<file path="config.mk">
export PLATFORM = sky130hd
export DESIGN_NAME = game_flow_ctrl
export DESIGN_NICKNAME = d
export VERILOG_FILES = /design/src/rtl/game_flow_ctrl.sv
export SDC_FILE = /design/constraint.sdc
export NUM_CORES = 1
export LEC_CHECK = 0
export CAP_MARGIN = 40
export CORE_ASPECT_RATIO = 1.5
export CORE_UTILIZATION = 50
export CTS_CLUSTER_DIAMETER = 200
export DETAILED_ROUTE_END_ITERATION = 8
export PLACE_DENSITY = 0.78
export REMOVE_ABC_BUFFERS = 1
export SYNTH_ARGS = -nofsm -noshare
export SYNTH_HDL_FRONTEND = slang
export SYNTH_SLANG_ARGS = --single-unit
export TNS_END_PERCENT = 50
</file>
<file path="constraint.sdc">
create_clock -name clk -period 2.11 [get_ports clk]
set_input_delay 0.3165 -clock clk [delete_from_list [all_inputs] [get_ports clk]]
set_output_delay 0.3165 -clock clk [all_outputs]
set_load 0.005 [all_outputs]
</file>
<file path="src/rtl/game_flow_ctrl.sv">
// Game flow sequencer: tick divider, IDLE/RESPAWN/PLAY/DYING/WIN/GAMEOVER FSM, lives and landing score.
// Define GAME_PAUSE_EN to enable the pause button and the PAUSED state.
module game_flow_ctrl #(
   parameter int unsigned TICK_DIV    = 1,
   parameter int unsigned LIVES       = 3,
   parameter int unsigned DEATH_TICKS = 60,
   parameter logic [9:0]  FALL_Y      = 10'd470
) (
   input  logic        clk,
   input  logic        rst,
   input  logic        frame_start,
   input  logic        start_btn,
   input  logic        pause_btn,
   input  logic        player_hit,
   input  logic        reached_goal,
   input  logic [9:0]  player_y,
   input  logic        jump_landed_pulse,
   output logic        game_tick,
   output logic        freeze,
   output logic        respawn_n,
   output logic [2:0]  lives,
   output logic [15:0] score,
   output logic [2:0]  state
);

   typedef enum logic [2:0] {
      S_IDLE     = 3'd0,
      S_RESPAWN  = 3'd1,
      S_PLAY     = 3'd2,
      S_DYING    = 3'd3,
      S_WIN      = 3'd4,
      S_GAMEOVER = 3'd5,
      S_PAUSED   = 3'd6
   } state_t;

`ifdef GAME_PAUSE_EN
   localparam bit PAUSE_EN = 1'b1;
`else
   localparam bit PAUSE_EN = 1'b0;
`endif

   localparam logic [3:0] DIV_LAST   = 4'(TICK_DIV - 1);
   localparam logic [7:0] DEATH_LAST = 8'(DEATH_TICKS - 1);
   localparam logic [2:0] LIVES_INIT = 3'(LIVES);

   state_t      state_reg, state_next;
   logic [3:0]  div_cnt_reg;
   logic [7:0]  dying_cnt_reg, dying_cnt_next;
   logic [2:0]  lives_reg, lives_next;
   logic [15:0] score_reg, score_next;
   logic        start_prev_reg, pause_prev_reg;
   logic        game_tick_reg, freeze_reg, respawn_n_reg;
   logic        start_rise, pause_rise, death;

   assign start_rise = start_btn & ~start_prev_reg;
   assign pause_rise = pause_btn & ~pause_prev_reg;
   assign death      = player_hit | (player_y >= FALL_Y);

   always_ff @(posedge clk or negedge rst) begin
      if (!rst) begin
         state_reg      <= S_IDLE;
         div_cnt_reg    <= '0;
         dying_cnt_reg  <= '0;
         lives_reg      <= LIVES_INIT;
         score_reg      <= '0;
         start_prev_reg <= 1'b0;
         pause_prev_reg <= 1'b0;
         game_tick_reg  <= 1'b0;
         freeze_reg     <= 1'b1;
         respawn_n_reg  <= 1'b1;
      end else begin
         start_prev_reg <= start_btn;
         pause_prev_reg <= pause_btn;
         game_tick_reg  <= 1'b0;
         if (frame_start) begin
            if (div_cnt_reg == DIV_LAST) begin
               div_cnt_reg   <= '0;
               game_tick_reg <= 1'b1;
            end else begin
               div_cnt_reg <= div_cnt_reg + 4'd1;
            end
         end
         state_reg     <= state_next;
         dying_cnt_reg <= dying_cnt_next;
         lives_reg     <= lives_next;
         score_reg     <= score_next;
         // Registered from the next state so freeze/respawn line up with the state they describe.
         freeze_reg    <= (state_next != S_PLAY);
         respawn_n_reg <= (state_next != S_RESPAWN);
      end
   end

   always_comb begin
      state_next     = state_reg;
      dying_cnt_next = dying_cnt_reg;
      lives_next     = lives_reg;
      score_next     = score_reg;
      case (state_reg)
         S_IDLE: begin
            if (start_rise) begin
               lives_next = LIVES_INIT;
               score_next = '0;
               state_next = S_RESPAWN;
            end
         end
         S_RESPAWN: state_next = S_PLAY;
         S_PLAY: begin
            if (jump_landed_pulse && (score_reg != 16'hFFFF))
               score_next = score_reg + 16'd1;
            // Death outranks goal; both are only sampled on a game tick.
            if (game_tick_reg && death) begin
               state_next     = S_DYING;
               dying_cnt_next = '0;
               if (lives_reg != 3'd0)
                  lives_next = lives_reg - 3'd1;
            end else if (game_tick_reg && reached_goal) begin
               state_next = S_WIN;
            end else if (PAUSE_EN && pause_rise) begin
               state_next = S_PAUSED;
            end
         end
         S_DYING: begin
            if (game_tick_reg) begin
               dying_cnt_next = dying_cnt_reg + 8'd1;
               if (dying_cnt_reg == DEATH_LAST)
                  state_next = (lives_reg == 3'd0) ? S_GAMEOVER : S_RESPAWN;
            end
         end
         S_WIN, S_GAMEOVER: begin
            if (start_rise)
               state_next = S_IDLE;
         end
         S_PAUSED: begin
            if (PAUSE_EN && pause_rise)
               state_next = S_PLAY;
         end
         default: state_next = S_IDLE;
      endcase
   end

   assign game_tick = game_tick_reg;
   assign freeze    = freeze_reg;
   assign respawn_n = respawn_n_reg;
   assign lives     = lives_reg;
   assign score     = score_reg;
   assign state     = state_reg;

endmodule
</file>
Yosys cells after proc, flatten, opt, wreduce, memory -nomap -nowiden
Index checks and enable logic that the tools add are counted.
{ "classes": {"n_addsub": 4, "mul": 0, "n_div": 0, "magnitude_cmp": 1, "eq_ne": 15, "shift": 0, "mux": 21, "n_bitwise": 3, "reduce_logical": 13} }
{ "ops": {"columns": ["operator", "n"], "rows": [
  ["$mux W16", 2],
  ["$pmux W16 S2", 1],
  ["$mux W3", 10],
  ["$pmux W3 S6", 1],
  ["$add A16 B1 Y16 const B", 1],
  ["$mux W8", 2],
  ["$ne A16 B16 Y1 const B", 1],
  ["$pmux W8 S2", 1],
  ["$ge A10 B9 Y1 const B", 1],
  ["$ne A2 B2 Y1 const B", 5],
  ["$eq A3 B3 Y1 const B", 3],
  ["$add A8 B1 Y8 const B", 1],
  ["$eq A8 B6 Y1 const B", 1],
  ["$eq A3 B2 Y1 const B", 2],
  ["$logic_not A3 Y1", 2],
  ["$pmux W3 S2", 1],
  ["$reduce_and A3 Y1", 2],
  ["$add A4 B1 Y4 const B", 1],
  ["$logic_not A4 Y1", 1],
  ["$mux W4", 1],
  ["$reduce_and A4 Y1", 1],
  ["$reduce_bool A2 Y1", 2],
  ["$eq A3 B1 Y1 const B", 1],
  ["$logic_and A1 B1 Y1", 3],
  ["9 further kinds", 10]
]} }
{ "word_totals": {"reg_bits": 38, "latch_bits": 0, "mem_bits_rw": 0, "mem_bits_ro": 0, "input_bits": 18, "out_inout_bits": 25, "memories": 0} }

Logic depth before layout (Yosys ltp)
{ "depth": {"word_depth": 6, "ltp_mapped": 7, "mapped_depth_nobuf": 6} }

Least setup slack after synthesis
No wires, ideal clock.
{ "synth_timing": {"path_kind": "register to register", "startpoint": "register state_reg[1] (netlist: state[1])", "endpoint": "register score_reg[0] (netlist: score[0])", "setup_ns": 0.125, "arrival_time_ns": 1.857, "slack_ns": 0.128, "stages_incl_launch_ff": 7, "path_buffers": 2, "synth_period_minus_slack_ns": 1.982, "path_cell_list": "dfrtp_1 buf_2 nor3b_1 nand4_1 o21ai_1 buf_2 mux2_2"} }
{ "synth_between": {"elab_chain_len": 3} }
{ "synth_rtl": {"columns": ["element", "line_no", "source"], "rows": [
  ["from (decl)", "46", "state_t state_reg, state_next;"],
  ["from (signal assigned)", "83", "state_reg <= state_next;"],
  ["$eq A3 B2 Y1 or $logic_not A3 Y1 (tied branches)", "98", "case (state_reg)"],
  ["$ne A2 B2 Y1 (no source line) or $reduce_bool A2 Y1 (tied branches)", null, null],
  ["$reduce_and A3 Y1 (no source line)", null, null],
  ["to (signal assigned)", "86", "score_reg <= score_next;"],
  ["to (decl)", "50", "logic [15:0] score_reg, score_next;"]
]} }
Parallel ways exist; a longest one is shown, timed or not.
A chain may end at the register's enable or synchronous reset.

Final worst setup path
{ "layout_timing": {"startpoint": "input start_btn", "endpoint": "register score_reg[3] (netlist: score[3])"} }
{ "layout_between": {"elab_chain_len": 3} }
{ "layout_rtl": {"columns": ["element", "line_no", "source"], "rows": [
  ["from (decl)", "12", "input logic start_btn,"],
  ["$and A1 B1 Y1", "55", "assign start_rise = start_btn & ~start_prev_reg;"],
  ["$ne A2 B2 Y1 (no source line)", null, null],
  ["$reduce_and A3 Y1 (no source line)", null, null]
]} }
Every way passes these cells.

==> impl_metrics.yaml <==
layout:
  layout_commonest_cell: "clkdlybuf4s50_1"
  multi_input_area_um2: 1090
  drive_above_1_share_pct: 21.1
  fillCellCount: 298
  register_area_um2: 956
  final_cell_mix: "39 x clkdlybuf4s50_1, 37 x buf_4, 34 x dfrtp_1, 18 x nand2_1, 17 x nor2_1"
  n_antenna_cell: 0
  syn2layout_area_growth_pct: 38.0
  utilization_pct: 72.8
  final_nets: 321
  largest_reg_flops: 16
sta:
  rsz0062_at_grt: "no"
  setup_viol: 0
  min_period_ns: 1.99
  clock_skew_ns: 0.00786
  max_slew.worst_pin.slew_ns: 0.832
  finalCritPeriodShare_pct: 94.2
  fmax_mhz: 503
  final-hold-violation-count: 0
  slew_headroom_pct: 44.5
  final_max_slew_viol_count: 0
global_routing:
  grt_pass1_vias: 1882
  antenna_found_initial: 0
  grt_pass1_wl_mm: 8.42
  grt-ovfl-total: 0
  grt_usage_pct: 26.1
  grt_max_degree: 39
worst_setup_path:
  worstPathCellList: "clkdlybuf4s50_1 -> or3b_2 -> a21oi_2 -> o21ai_2 -> or4_1 -> nand2_1"
  rr_endpoint: "score[12]"
  critPathLaunchType: "input pin"
  cp_max_fo: 12
  slowest_delay_ns: 0.50
  cp-endpoint: "score[3]"
  reg2reg_depth: 6
  crit_path_start: "start_btn"
  cp_slowest_cell: "or4_1"
  r2r-start: "state[0]"
  arrival_ns: 2.22
  rrSetupSlack_ns: 0.14
  worstSetupPathType: "input pin to flip-flop"
  cp_data_required_time_ns: 2.34
  end_kind: "flip-flop"
routing:
  dr.first_iter.drc_count: 59
  drtPass1Iterations: 4
  detail-route-antenna-nets: 0
  drc: 0
  wl_per_cell_um: 15.0
  vias_per_cell: 5.71
  routed_wl_mm: 5.13
  vias: 1957
clocking:
  cts_tree: "yes"
  clk_latency_ns: 0.30
  htree_levels: 2
  post_cts_buffers: 0
  cts_buffers: 5
  max-clock-path-buffers: 2
  cts_num_sinks: 38
  postCtsHoldBufs: 0
  cts.reportedPaths.clkPinSlew_ns: 0.08
  clockRootBuffer: "clkbuf_8"
yosys:
  synthTopCellsByArea: "dfrtp_1 40%, dfstp_2 5.0%, xor2_1 4.2%"
  ys_seq_area_share_pct: 45.4
  yosysTopAreaCellShare_pct: 40.4
  synthDistinctLibCells: 50
  yosys_register_bits: 38
  synth_largest_area_cell: "dfrtp_1"
  synth-main-ff-cell: "dfrtp_1"
  synth_edf_count: 0
  synthCells: 219
  async_reset_ff_share_pct: 100
  synth_area_um2: 2110
  yosys_warnings: 0
  syn_area_per_cell_um2: 9.62
pwr:
  finalPower_uw: 2830
  ir_drop_mv: 0.895
  power_density_nw_per_um2: 974
  p_leak_uw: 0.00131
floorplan:
  die_h_um: 81.5
  die_w_um: 55.0
  pin_count: 43
  die-area_um2: 4480
  rows: 28
  core_region_area_um2: 3990
  initial_utilization_pct: 52.8
place:
  portBuffers: 40
  dpl.hpwl_mm: 3.81
  gp_congestion: 0.828
run_status:
  status: "finished clean"
run:
  cap_violations: 0
worst_hold_path:
  hold_path_class: "input pin to asynchronous set/reset pin"
[power breakdown]
part	switching (µW)	internal, µW	leakage, µW
Sequential	115	897	0.000496
Clock	270	348	0.0000579
Combinational	588	616	0.000752
Total	973	1860	0.00131
[layer usage]
metal	vias up	part of all wire (%)	global-route usage [%]
met4	0	1.6	9.00
li1	964	-	-
met2	36	52	44.7
met3	5	2.7	5.00
met1	952	44	31.8
met5	-	0	0
[kinds of logic (layout without fill, tap and decap cells)]
logic type,after synthesis,in the layout,synth area share (%)
and+or+nand+nor,103,103,28.4
muxes,1,1,0.534
xor gates and xnor gates,11,11,4.57
DFF,38,38,45.4
AOI/OAI and AO/OA,47,47,14.3
buffers and inverters,13,92,3.21
adders and majority gates,6,6,3.56
[Yosys cell counts (all sizes together), types with 6 or more instances]
cell type,count
nand2,18
nor2,17
xor2,10
nand3,14
a21oi,11
ha,6
dfrtp,34
nand4,9
inv,7
o21ai,16
o211ai,9
and3,7
or3,6
[critical path: cells and delay by family]
kind | cells | cell delay, ns
and+or+nand+nor | 3 | 1.06
buffers and inverters | 1 | 0.49
AOI/OAI and AO/OA | 2 | 0.34
[per-stage QoR]
step	instances	hold WS (ns)	setup WS, ns	setup TNS (ns)	instance area, µm²
after global placement	335	0.460	-0.235	-1.84	2800
after floorplan	213	0.0209	0.00285	0	2070
final	343	0.105	0.123	0	2910
after global routing	343	0.181	0.0369	0	2910
after detailed placement	335	0.471	-0.285	-2.36	2800
after CTS	343	0.145	0.0733	0	2910
[cell type report]
cell class	count	share of cell area (%)
multi-input cells	168	37.4
flip-flops and latches	38	32.9
inverters	7	0.904
repair buffers	77	23.1
well taps	45	1.94
clock buffers	5	2.37
clock inverters	3	1.38
[repair_timing]
item / 4_1_cts / 5_1_grt
pin swaps: 0 / 1
endpoints found under the setup margin: 1 / 1
cloned: 0 / 0
gates resized for setup: 1 / 0
[how the worst min path moves through the flow]
stage / startpoint / endpoint / slack (ns)
2_1_floorplan: rst / div_cnt_reg[0] / 0.02
3_3_place_gp: rst / dying_cnt_reg[3] / 0.46
4_1_cts: rst / dying_cnt_reg[2] / 0.15
6_report: rst / dying_cnt_reg[2] / 0.10
5_1_grt: rst / dying_cnt_reg[3] / 0.18
3_5_place_dp: rst / dying_cnt_reg[2] / 0.47
Power figures use the tool's default switching activity.
